==> config.mk <==
export PLATFORM = sky130hd
export DESIGN_NAME = if_fetch_unit_flat
export DESIGN_NICKNAME = d
export VERILOG_FILES = /design/src/rtl/if_fetch_unit_pkg.sv /design/src/rtl/if_fetch_unit_if.sv /design/src/rtl/if_fetch_unit.sv /design/src/flat_wrapper.sv
export SDC_FILE = /design/constraint.sdc
export NUM_CORES = 1
export LEC_CHECK = 0
export CAP_MARGIN = 20
export CORE_ASPECT_RATIO = 2
export CORE_UTILIZATION = 45
export DETAILED_ROUTE_END_ITERATION = 16
export GPL_ROUTABILITY_DRIVEN = 0
export PLACE_DENSITY = 0.85
export SLEW_MARGIN = 40
export SYNTH_ARGS = -nofsm -noshare
export SYNTH_HDL_FRONTEND = slang
export SYNTH_SLANG_ARGS = --single-unit
==> constraint.sdc <==
create_clock -name clk_i -period 4.3 [get_ports clk_i]
set_clock_uncertainty 0.2 [all_clocks]
set_input_delay 0.86 -clock clk_i [delete_from_list [all_inputs] [get_ports clk_i]]
set_output_delay 0.86 -clock clk_i [all_outputs]
set_load 0.05 [all_outputs]
==> src/rtl/if_fetch_unit_pkg.sv <==
// if_fetch_unit_pkg: shared widths, NOP encoding and fetch state enum
package if_fetch_unit_pkg;
    localparam int WB_AW = 32;
    localparam int WB_DW = 32;
    localparam logic [31:0] NOP = 32'h0000_0013;
    typedef enum logic [1:0] {S_REQ, S_WAIT, S_HOLD} fetch_state_t;
endpackage

==> src/rtl/if_fetch_unit_if.sv <==
// if_fetch_unit_if: Wishbone classic bus between fetch master and memory slave
interface if_fetch_unit_if #(
    parameter int ADDR_WIDTH = 32,
    parameter int DATA_WIDTH = 32
) ();
    logic                      wb_cyc;
    logic                      wb_stb;
    logic                      wb_we;
    logic [DATA_WIDTH/8-1:0]   wb_sel;
    logic [ADDR_WIDTH-1:0]     wb_adr;
    logic [DATA_WIDTH-1:0]     wb_dat;
    logic                      wb_ack;
    modport master (output wb_cyc, wb_stb, wb_we, wb_sel, wb_adr, input wb_dat, wb_ack);
    modport slave  (input wb_cyc, wb_stb, wb_we, wb_sel, wb_adr, output wb_dat, wb_ack);
endinterface

==> src/rtl/if_fetch_unit.sv <==
// if_fetch_unit: PC register plus one-at-a-time Wishbone instruction fetch with redirect
module if_fetch_unit
    import if_fetch_unit_pkg::*;
#(
    parameter int ADDR_WIDTH = WB_AW,
    parameter int DATA_WIDTH = WB_DW,
    parameter logic [ADDR_WIDTH-1:0] PC_ADDR = ADDR_WIDTH'(32'h8000_0000)
) (
    input  logic                  clk_i,
    input  logic                  rst_i,
    output logic [ADDR_WIDTH-1:0] pc_o,
    input  logic [ADDR_WIDTH-1:0] next_pc_i,
    input  logic                  redirect_i,
    input  logic [ADDR_WIDTH-1:0] redirect_pc_i,
    output logic [DATA_WIDTH-1:0] inst_o,
    output logic [ADDR_WIDTH-1:0] inst_pc_o,
    output logic                  inst_valid_o,
    input  logic                  inst_ready_i,
    if_fetch_unit_if.master       wb
);
    fetch_state_t          state;
    logic [ADDR_WIDTH-1:0] pc_q;
    logic [ADDR_WIDTH-1:0] adr_q;
    logic [ADDR_WIDTH-1:0] inst_pc_q;
    logic [DATA_WIDTH-1:0] inst_q;
    logic                  kill_q;

    function automatic logic [ADDR_WIDTH-1:0] align(input logic [ADDR_WIDTH-1:0] a);
        return a & ~ADDR_WIDTH'(3);
    endfunction

    assign pc_o         = pc_q;
    assign inst_o       = inst_q;
    assign inst_pc_o    = inst_pc_q;
    assign inst_valid_o = state == S_HOLD;
    assign wb.wb_cyc    = state == S_WAIT;
    assign wb.wb_stb    = state == S_WAIT;
    assign wb.wb_we     = 1'b0;
    assign wb.wb_sel    = '1;
    assign wb.wb_adr    = adr_q;

    // fetch FSM; adr_q freezes the bus address so redirects during a transfer only touch pc_q
    always_ff @(posedge clk_i) begin
        if (rst_i) begin
            state     <= S_REQ;
            pc_q      <= PC_ADDR;
            adr_q     <= PC_ADDR;
            inst_pc_q <= PC_ADDR;
            inst_q    <= DATA_WIDTH'(NOP);
            kill_q    <= 1'b0;
        end else begin
            case (state)
                S_REQ: begin
                    if (redirect_i) pc_q <= align(redirect_pc_i);
                    else begin
                        state <= S_WAIT;
                        adr_q <= pc_q;
                    end
                end
                S_WAIT: begin
                    if (redirect_i) pc_q <= align(redirect_pc_i);
                    if (wb.wb_ack) begin
                        kill_q <= 1'b0;
                        if (kill_q || redirect_i) state <= S_REQ;
                        else begin
                            state     <= S_HOLD;
                            inst_q    <= wb.wb_dat;
                            inst_pc_q <= adr_q;
                        end
                    end else if (redirect_i) kill_q <= 1'b1;
                end
                S_HOLD: begin
                    if (redirect_i) begin
                        pc_q  <= align(redirect_pc_i);
                        state <= S_REQ;
                    end else if (inst_ready_i) begin
                        pc_q  <= align(next_pc_i);
                        state <= S_REQ;
                    end
                end
                default: state <= S_REQ;
            endcase
        end
    end
endmodule

==> src/flat_wrapper.sv <==
// flat-port wrapper written by rule: the top's interface ports become plain ports
module if_fetch_unit_flat import if_fetch_unit_pkg::*;
#(
    parameter int ADDR_WIDTH = WB_AW,
    parameter int DATA_WIDTH = WB_DW,
    parameter logic [ADDR_WIDTH-1:0] PC_ADDR = ADDR_WIDTH'(32'h8000_0000)
)
  (clk_i, rst_i, pc_o, next_pc_i, redirect_i, redirect_pc_i, inst_o, inst_pc_o, inst_valid_o, inst_ready_i, wb_wb_cyc, wb_wb_stb, wb_wb_we, wb_wb_sel, wb_wb_adr, wb_wb_dat, wb_wb_ack);
  if_fetch_unit_if #(.ADDR_WIDTH(ADDR_WIDTH), .DATA_WIDTH(DATA_WIDTH)) wb_i ();
  input  logic clk_i;
  input  logic rst_i;
  output logic [ADDR_WIDTH-1:0] pc_o;
  input  logic [ADDR_WIDTH-1:0] next_pc_i;
  input  logic redirect_i;
  input  logic [ADDR_WIDTH-1:0] redirect_pc_i;
  output logic [DATA_WIDTH-1:0] inst_o;
  output logic [ADDR_WIDTH-1:0] inst_pc_o;
  output logic inst_valid_o;
  input  logic inst_ready_i;
  output wire logic [$bits(wb_i.wb_cyc)-1:0] wb_wb_cyc;
  output wire logic [$bits(wb_i.wb_stb)-1:0] wb_wb_stb;
  output wire logic [$bits(wb_i.wb_we)-1:0] wb_wb_we;
  output wire logic [$bits(wb_i.wb_sel)-1:0] wb_wb_sel;
  output wire logic [$bits(wb_i.wb_adr)-1:0] wb_wb_adr;
  input wire logic [$bits(wb_i.wb_dat)-1:0] wb_wb_dat;
  input wire logic [$bits(wb_i.wb_ack)-1:0] wb_wb_ack;
  assign wb_wb_cyc = wb_i.wb_cyc;
  assign wb_wb_stb = wb_i.wb_stb;
  assign wb_wb_we = wb_i.wb_we;
  assign wb_wb_sel = wb_i.wb_sel;
  assign wb_wb_adr = wb_i.wb_adr;
  assign wb_i.wb_dat = wb_wb_dat;
  assign wb_i.wb_ack = wb_wb_ack;
  if_fetch_unit #(.ADDR_WIDTH(ADDR_WIDTH), .DATA_WIDTH(DATA_WIDTH), .PC_ADDR(PC_ADDR)) u_core (.clk_i(clk_i), .rst_i(rst_i), .pc_o(pc_o), .next_pc_i(next_pc_i), .redirect_i(redirect_i), .redirect_pc_i(redirect_pc_i), .inst_o(inst_o), .inst_pc_o(inst_pc_o), .inst_valid_o(inst_valid_o), .inst_ready_i(inst_ready_i), .wb(wb_i));
endmodule
==> impl_metrics.toml <==
[run_status]
status = "completed"

[min_path]
hold_path.startpoint = "u_core.wb.wb_adr[3]"
hp-class = "reg -> reg"
holdPathStages = 2

[power]
peakVddDrop_mv = 0.3149
clkPwrFrac_pct = 44.3
netSwitchingFraction_pct = 26.85
p_leak_nw = 2.804
power.internal_mw = 2.445
power.density_mw_per_mm2 = 415.6
power_mw = 3.342
combPwrFrac_pct = 18.1
p_switching_mw = 0.8975
seqPwrFrac_pct = 37.7

[clock_network]
cts.sinks = 125
cts_tree = "yes"
post_cts_buffers = 0
insertion_delay_ns = 0.41
root_buffer = "clkbuf_16"
clockBufferDepth = 2
htree_levels = 4
cts.repair.resized = 0
cts_made_buffers = 17
path_clk_slew_ns = 0.05
ctsHoldBuffers = 0

[place]
dpl_cell_area_sq_mm = 0.007426
dp_hpwl_um = 10790
place_inst = 896
port_buffers = 221
pre_cts_ws_ns = 1.328

[sta]
fmax_mhz = 308.7
min_period_ns = 3.239
tightestPinTransition_ns = 0.7691
final_hold_viol_count = 0
slew_violations = 0
rsz0062_at_grt = "false"
tns_ns = 0
hold_slack_ns = 0.2673
maxSlewHeadroom_pct = 48.72
post-route-period-util_pct = 75.34
setup_viol = 0
setup_slack_ns = 1.061

[critical_path]
cp.arrival_ns = 2.18
r2r-start = "u_core.state[0]"
startpoint = "u_core.state[0]"
critical_path_peak_fanout = 12
critPathLaunchType = "flop"
cp.depth = 2
timing.critical_path.buf_inv = 1
r2r_setup_slack_ns = 2.23
r2r_cells = 4
max_stage_delay_ns = 0.86
critPathTopFamily = "buffers and inverters"
crit_chain = "nor2b_1, clkdlybuf4s50_1"
crit_required_ns = 3.24
crit_type = "reg -> out"
worstSetupEndpointType = "primary output"
slowest_stage = "clkdlybuf4s50_1"

[flow_run]
cap_violations = 0

[logic_synthesis]
avgSynthCellArea_sq_um = 9.305
yosysSeqAreaShare_pct = 46.61
synth_commonest_cells = "125 x dfxtp_1, 116 x nand2b_1, 63 x nand2_1, 62 x mux2i_1, 61 x a21oi_1"
async_flop_share_pct = 0
syn_area_sq_mm = 0.005369
synth_flop_cell = "dfxtp_1"
synth_most_common_cell = "dfxtp_1"
synth_cells = 577
yosys.area.top_type = "dfxtp_1"
synth-seq-cells = 125
synth_cell_types = 29
synth_edf_count = 0
yosys-top-cells-area = "dfxtp_1 47%, nand2b_1 14%, mux2i_1 12%"
yosysWarnings = 0
synth_top_area_share_pct = 46.61

[final_layout]
antennaDiodeCount = 0
final_area_sq_mm = 0.008041
fin_cells = 925
area_growth_pct = 49.78
final_util_pct = 68.72
drive_gt1_share_pct = 5.256
nNetsFinal = 871

[floorplan]
coreArea_sq_mm = 0.01170
die_h_um = 156.5
rows = 56
design.die.area_sq_mm = 0.01240
ios = 237
initial_core_util_pct = 45.88
dieWidth_um = 79.24

[global_routing]
grt_start_max_net_pins = 97
grt_antenna_before_repair = 0
grtUsageTotal_pct = 24.67
grt_pass1_wl_um = 23220
gr-total-overflow = 0
grt_pass1_vias = 4795

[detailed_routing]
wl_met1_um = 5282
drt_pre_antenna_iters = 4
drtAntennaViolNets = 0
viasPerCell = 5.131
drt-initial-drc-count = 182
vias = 4746
drc = 0
wl_met3_um = 665
routedWlPerCell_um = 16.25
met2_length_um = 8169
top_layer = "met4"
wl_um = 15040
power by group through the flow:
stage                     Clock, mW  Sequential [mW]  Combinational [mW]
after floorplan                   0             1.44               0.228
after global routing           1.55             1.27               0.634
final                          1.48             1.26               0.603
after global placement            0             1.28               0.590
after detailed placement          0             1.28               0.603
after CTS                      1.50             1.26               0.606
area by class of cell:
cell class,count,area (sq um)
clock buffers,23,508.0
clock inverters,6,107.6
fillers,885,3660
inverters,2,7.507
multi-input cells,399,2470
flip-flops and latches,125,2502
well taps,145,181.4
repair buffers,225,2265
metal layers:
metal,up-vias,GRT usage (%)
met4,0,16.45
met3,56,5.131
met1,2190,24.30
li1,2304,-
met5,-,0
met2,196,45.07
flip-flops by register name (all words and copies together) (netlist names):
signal and flops:
u_core.inst_o 32, u_core.inst_pc_o 30, u_core.pc_o 30, u_core.wb.wb_adr 30, u_core.state 2, u_core.kill_q 1
final timing paths:
check / endpoint
min reg2reg: u_core.wb.wb_adr[3]
max: wb_wb_stb
max reg2reg: u_core.inst_o[4]
min: u_core.wb.wb_adr[3]
cells by family after synthesis:
group	count (synthesis)	share of synthesized area (%)
compound gates	99	10.53
other cells	2	0.1399
buf+inv	62	8.227
simple gates	227	22.93
mux	62	11.56
flops	125	46.61
tightest hold or removal path: cells and delay by family, from the launching register on:
family	cells	cell delay [ns]
compound gates	1	0.05
flops	1	0.31
simple gates	1	0.05
cells in the final DEF, fill, tap and decap left out, drive strengths merged:
| cell type | instances |
|---|---|
| and3 | 1 |
| nor2b | 2 |
| nor4 | 1 |
| nand4bb | 2 |
| a21o | 2 |
| o221ai | 1 |
| nor3 | 30 |
| mux2i | 62 |
| a21oi | 61 |
| clkdlybuf4s50 | 220 |
| inv | 2 |
| nand2 | 63 |
| o211a | 1 |
| buf | 5 |
| clkinv | 2 |
| bufinv | 3 |
| clkbuf | 23 |
| a211oi | 2 |
| conb | 11 |
| or3 | 1 |
| a21bo | 1 |
| nand2b | 116 |
| o21bai | 1 |
| clkinvlp | 1 |
| nor2 | 10 |
| o22ai | 30 |
| dfxtp | 125 |
| nand3b | 1 |
(Power assumes the default switching activity.)
